`src/rtl/game_pkg.sv`:
```
// Shared game definitions: state encoding, score width and limit, saturating score step.
package game_pkg;

    localparam int STATE_W = 2;

    localparam logic [STATE_W-1:0] IDLE = 2'd0;
    localparam logic [STATE_W-1:0] RUN  = 2'd1;
    localparam logic [STATE_W-1:0] DEAD = 2'd2;
    localparam logic [STATE_W-1:0] OVER = 2'd3;

    typedef enum logic [STATE_W-1:0] {
        S_IDLE = IDLE,
        S_RUN  = RUN,
        S_DEAD = DEAD,
        S_OVER = OVER
    } game_state_t;

    localparam int                 SCORE_W   = 14;
    localparam logic [SCORE_W-1:0] SCORE_MAX = 14'd9999;

    function automatic logic [SCORE_W-1:0] score_inc(input logic [SCORE_W-1:0] s);
        return (s >= SCORE_MAX) ? SCORE_MAX : s + 1'b1;
    endfunction

endpackage

```
`src/rtl/btn_debounce.sv`:
```
// Player button conditioning: two-flop synchroniser, stability counter, rising-edge pulse.
module btn_debounce #(
    parameter int DEBOUNCE_CYC = 1_000_000
) (
    input  logic clk,
    input  logic reset,
    input  logic btn,
    output logic press
);

    localparam int               CNT_W    = (DEBOUNCE_CYC > 1) ? $clog2(DEBOUNCE_CYC) : 1;
    localparam logic [CNT_W-1:0] CNT_LAST = CNT_W'(DEBOUNCE_CYC - 1);

    logic             sync_meta;
    logic             sync_out;
    logic             sync_prev;
    logic             lvl;
    logic             lvl_prev;
    logic [CNT_W-1:0] stable_cnt;

    // NOTE: sequential state uses non-blocking assignments so every flop samples pre-edge values.
    always_ff @(posedge clk or negedge reset) begin
        if (!reset) begin
            sync_meta  <= 1'b0;
            sync_out   <= 1'b0;
            sync_prev  <= 1'b0;
            stable_cnt <= '0;
            lvl        <= 1'b0;
            lvl_prev   <= 1'b0;
            press      <= 1'b0;
        end else begin
            sync_meta <= btn;
            sync_out  <= sync_meta;
            sync_prev <= sync_out;
            // Any change restarts the window; the level is taken once the count saturates.
            if (sync_out != sync_prev) begin
                stable_cnt <= '0;
            end else if (stable_cnt != CNT_LAST) begin
                stable_cnt <= stable_cnt + 1'b1;
            end else begin
                lvl <= sync_out;
            end
            lvl_prev <= lvl;
            press    <= lvl & ~lvl_prev;
        end
    end

endmodule

```
`src/rtl/game_ctrl.sv`:
```
// Runner game sequencer: button debounce, IDLE/RUN/DEAD/OVER FSM, scroll control and score.
// Define GAME_CTRL_HIGH_SCORE_EN to build the high-score register; otherwise high_score is 0.
module game_ctrl
    import game_pkg::*;
#(
    parameter int DEBOUNCE_CYC = 1_000_000,
    parameter int HOLDOFF_CYC  = 50_000_000,
    parameter int SCORE_CYC    = 10_000_000
) (
    input  logic               clk,
    input  logic               reset,
    input  logic               btn,
    input  logic               collision,
    output logic               scroll_halt,
    output logic               scroll_reset,
    output logic               jump_req,
    output logic [STATE_W-1:0] state,
    output logic [SCORE_W-1:0] score,
    output logic [SCORE_W-1:0] high_score
);

    localparam int                TICK_W    = (SCORE_CYC > 1) ? $clog2(SCORE_CYC) : 1;
    localparam logic [TICK_W-1:0] TICK_LAST = TICK_W'(SCORE_CYC - 1);
    localparam int                HOLD_W    = (HOLDOFF_CYC > 1) ? $clog2(HOLDOFF_CYC) : 1;
    localparam logic [HOLD_W-1:0] HOLD_LAST = HOLD_W'(HOLDOFF_CYC - 1);

    logic rst_meta;
    logic rst_n;

    // Assertion reaches every flop at once; release is aligned to clk.
    always_ff @(posedge clk or negedge reset) begin
        if (!reset) begin
            rst_meta <= 1'b0;
            rst_n    <= 1'b0;
        end else begin
            rst_meta <= 1'b1;
            rst_n    <= rst_meta;
        end
    end

    logic press;

    btn_debounce #(
        .DEBOUNCE_CYC(DEBOUNCE_CYC)
    ) u_debounce (
        .clk  (clk),
        .reset(rst_n),
        .btn  (btn),
        .press(press)
    );

    game_state_t        state_q, state_d;
    logic [TICK_W-1:0]  tick_q, tick_d;
    logic [HOLD_W-1:0]  hold_q, hold_d;
    logic [SCORE_W-1:0] score_d;
    logic               halt_d;
    logic               scroll_reset_d;
    logic               jump_d;

    // NOTE: every signal driven here gets a default first so no latch is inferred.
    always_comb begin
        state_d        = state_q;
        tick_d         = tick_q;
        hold_d         = hold_q;
        score_d        = score;
        scroll_reset_d = 1'b0;
        jump_d         = 1'b0;
        case (state_q)
            S_IDLE, S_OVER: begin
                if (press) begin
                    state_d        = S_RUN;
                    score_d        = '0;
                    tick_d         = '0;
                    hold_d         = '0;
                    scroll_reset_d = 1'b1;
                end
            end
            S_RUN: begin
                if (collision) begin
                    state_d = S_DEAD;
                    tick_d  = '0;
                    hold_d  = '0;
                end else begin
                    jump_d = press;
                    if (tick_q == TICK_LAST) begin
                        tick_d  = '0;
                        score_d = score_inc(score);
                    end else begin
                        tick_d = tick_q + 1'b1;
                    end
                end
            end
            S_DEAD: begin
                if (hold_q == HOLD_LAST) begin
                    state_d = S_OVER;
                    tick_d  = '0;
                    hold_d  = '0;
                end else begin
                    hold_d = hold_q + 1'b1;
                end
            end
            default: ;
        endcase
        // The scroll only runs once RUN has lasted past its reset cycle.
        halt_d = !((state_q == S_RUN) && (state_d == S_RUN));
    end

    always_ff @(posedge clk or negedge rst_n) begin
        if (!rst_n) begin
            state_q      <= S_IDLE;
            tick_q       <= '0;
            hold_q       <= '0;
            score        <= '0;
            scroll_halt  <= 1'b1;
            scroll_reset <= 1'b0;
            jump_req     <= 1'b0;
        end else begin
            state_q      <= state_d;
            tick_q       <= tick_d;
            hold_q       <= hold_d;
            score        <= score_d;
            scroll_halt  <= halt_d;
            scroll_reset <= scroll_reset_d;
            jump_req     <= jump_d;
        end
    end

    assign state = state_q;

`ifdef GAME_CTRL_HIGH_SCORE_EN
    logic [SCORE_W-1:0] high_q;

    always_ff @(posedge clk or negedge rst_n) begin
        if (!rst_n) begin
            high_q <= '0;
        end else if ((state_q == S_RUN) && (state_d == S_DEAD) && (score > high_q)) begin
            high_q <= score;
        end
    end

    assign high_score = high_q;
`else
    assign high_score = '0;
`endif

endmodule

```
`config.mk`:
```
export PLATFORM = sky130hd
export DESIGN_NAME = game_ctrl
export DESIGN_NICKNAME = d
export VERILOG_FILES = /design/src/rtl/game_pkg.sv /design/src/rtl/btn_debounce.sv /design/src/rtl/game_ctrl.sv
export SDC_FILE = /design/constraint.sdc
export NUM_CORES = 1
export LEC_CHECK = 0
export CORE_ASPECT_RATIO = 1.75
export CORE_MARGIN = 5
export CORE_UTILIZATION = 40
export DETAILED_ROUTE_END_ITERATION = 8
export GPL_ROUTABILITY_DRIVEN = 0
export PLACE_DENSITY_LB_ADDON = 0.25
export SLEW_MARGIN = 10
export SYNTH_ARGS = -nofsm -noshare
export SYNTH_HDL_FRONTEND = slang
export SYNTH_SLANG_ARGS = --single-unit
```
`constraint.sdc`:
```
create_clock -name clk -period 8.2 [get_ports clk]
set_input_delay 1.23 -clock clk [delete_from_list [all_inputs] [get_ports clk]]
set_output_delay 1.23 -clock clk [all_outputs]
set_load 0.01 [all_outputs]
```
==> impl_metrics.json <==
{
  "hp-class": "reg -> async",
  "wl_met2_um": 6502,
  "setup-tns-final_ns": 0,
  "final_nets": 597,
  "cts_setup_buffers": 0,
  "fp-row-count": 56,
  "antenna_found_initial": 0,
  "final_cells": 766,
  "clock.fmax_mhz": 325.5,
  "drt-met1-wl_um": 4904,
  "synth_cell_types": 60,
  "clock_path_buffers": 2,
  "yosysTopAreaCell": "dfrtp_1",
  "synthArstFlopShare": 1.000,
  "slew_violations": 0,
  "yosysTopAreaCellShare": 0.4442,
  "drive_gt1_frac": 0.07264,
  "regArea_um2": 2432,
  "grt_max_degree": 75,
  "cellLeakagePower_nw": 2.565,
  "ios": 37,
  "cts_tree": "yes",
  "clk_latency_ns": 0.34,
  "drt_pass1_iterations": 4,
  "netlist_top_cells_area": "dfrtp_1 (44%), nor2_1 (4.5%), xor2_1 (4.2%), o21ai_0 (4.0%), and3_1 (3.0%)",
  "p_per_area_nw_per_um2": 190.8,
  "die_area_um2": 16040,
  "pre_cts_ws_ns": 4.716,
  "syn_area_per_cell_um2": 9.437,
  "crit_arrival_ns": 3.34,
  "multiInputGateArea_um2": 2764,
  "overflow": 0,
  "worstSetupEndpointType": "flip-flop",
  "synth-edff-count": 0,
  "cp-start-kind": "input pin",
  "ys_warn_count": 0,
  "fin_worst_skew_ns": 0.009519,
  "via_count": 4318,
  "dieWidth_um": 97.90,
  "period_share": 0.3746,
  "post-route-util": 0.4534,
  "status": "complete, no violations",
  "highest-signal-layer": "met4",
  "final_antenna_net_count": 0,
  "cap_violations": 0,
  "drt-initial-drc-count": 148,
  "cts_resized": 0,
  "clock-sinks": 97,
  "grtUsageTotal": 0.1535,
  "syn_area_um2": 5408,
  "required_ns": 8.47,
  "crit_type": "in -> reg",
  "grt_pass1_vias": 4282,
  "core_um2": 13310,
  "ys_seq_area_frac": 0.4491,
  "antenna_cells": 0,
  "via_per_inst": 5.637,
  "dp_hpwl_um": 8333,
  "hold_viol_final": 0,
  "maxSlewHeadroom": 0.3642,
  "place.port_buffers": 22,
  "setup_viol": 0,
  "fin_crit_ns": 3.072,
  "setup_slack_ns": 5.128,
  "cts_hold_buf": 0,
  "ys_seq_elements": 97,
  "worstPathMaxFanout": 9,
  "rsz0062_at_grt": "no",
  "cts.clk_slew.worst_paths_ns": 0.07,
  "tightest_slew_ns": 0.9537,
  "dp_cells": 750,
  "synthFlopType": "dfrtp_1",
  "grt_first_pass_wirelength_um": 20310,
  "wire_per_inst_um": 15.55,
  "drc": 0,
  "totalWireLength_um": 11910,
  "vdd_drop_max_mv": 0.09539,
  "cts_inserted_buffers": 9,
  "htreeDepth": 3,
  "wl_met3_um": 305,
  "nFillCells": 1306,
  "die_y_um": 163.8,
  "clk_root_buffer_cell": "clkbuf_16",
  "syn_inst": 573,
  "area_delta_synth_final_pct": 11.62,
  "start_util": 0.4062
}
-- cell type report --
type                    instances  area share
multi-input cells             440      0.4579
well taps                     174     0.03607
inverters                      14    0.008706
repair buffers                 25     0.04022
flip-flops and latches         97      0.4030
clock inverters                 6     0.01617
clock buffers                  10     0.03794
-- worst paths after layout --
check,slack [ns],endpoint,cells past startpoint,start
min in group clk,0.35,u_debounce.sync_out,0,u_debounce.sync_meta
min,0.21,hold_q[18],0,rst_n
min reg2reg,0.21,hold_q[18],0,rst_n
max reg2reg,5.40,tick_q[3],7,state[0]
max,5.13,hold_q[22],6,collision
max in group asynchronous,6.73,tick_q[6],1,rst_n
-- layout by cell type (no fill, tap or decap), types with 4 or more instances in the layout --
master	Yosys	final
dfrtp_1	96	95
nor2_1	65	65
o21ai_0	43	42
nand2_1	28	28
nand3_1	27	27
and3_1	26	26
xor2_1	26	26
clkdlybuf4s50_1	0	22
nor3_1	20	20
nand4_1	19	19
a21oi_1	17	17
conb_1	2	15
inv_1	14	14
a22o_1	13	13
or3_1	9	9
a21o_1	9	9
xnor2_1	9	9
clkbuf_16	0	9
nor2b_1	8	8
nor4b_1	8	8
and4_1	7	7
o31ai_1	6	6
and2_1	6	6
nor4_1	6	6
ha_1	6	6
nand4b_1	4	4
or4_1	4	4
nand2b_1	4	4
or2_2	4	4
-- through the flow --
stage / power [mW] / hold slack, ns / cell area [µm²]
after floorplan: 0.6609 / 0.3312 / 5456
after global routing: 1.214 / 0.2488 / 6036
after global placement: 0.6907 / 0.2164 / 5709
final: 1.152 / 0.2121 / 6036
after detailed placement: 0.6955 / 0.2216 / 5709
after CTS: 1.169 / 0.2290 / 6036
-- synthesized netlist by cell type, types with 4 or more instances --
cell type  number
buf_2           7
nand2b_1        4
buf_4          17
inv_1          14
o21ai_0        43
or3_1           9
xor2_1         26
nor3_1         20
or2_2           4
nor2b_1         8
or4_1           4
clkbuf_1        9
dfrtp_1        96
nand4b_1        4
nor4_1          6
and3_1         26
nor4b_1         8
o31ai_1         6
nand2_1        28
ha_1            6
and2_1          6
nand3_1        27
and4_1          7
nand4_1        19
a21o_1          9
a21oi_1        17
nor2_1         65
a22o_1         13
xnor2_1         9
-- cell families after synthesis --
| logic type | after synthesis | synth area share |
|---|---|---|
| mux | 3 | 0.006016 |
| other cells | 2 | 0.001389 |
| buf+inv | 49 | 0.04882 |
| xor+xnor | 35 | 0.05669 |
| fa+ha+maj | 6 | 0.01388 |
| compound gates | 120 | 0.1469 |
| flops | 97 | 0.4491 |
| simple gates | 261 | 0.2772 |
-- report_power, final --
part / switching, mW / internal (mW) / leakage (nW)
logic: 0.120 / 0.0519 / 1.09
clock network: 0.194 / 0.273 / 0.160
registers: 0.0195 / 0.494 / 1.32
total: 0.333 / 0.818 / 2.57
-- critical path, stage by stage --
cell	delay, ns
clkdlybuf4s50_1	0.56
nor2b_1	0.19
nor4_4	0.61
nand3_2	0.17
or4_1	0.43
a21oi_1	0.15
-- flip-flops by register name, indices dropped and copies added (netlist names), 2 cells and up --
register	cells
hold_q	26
tick_q	24
u_debounce.stable_cnt	20
score	14
state	2
-- metal layers --
layer	vias up	track usage
li1	2095	-
met1	2138	0.1761
met2	68	0.2850
met3	17	0.02167
met4	0	0.05986
met5	-	0
Power figures use the tool's default switching activity.
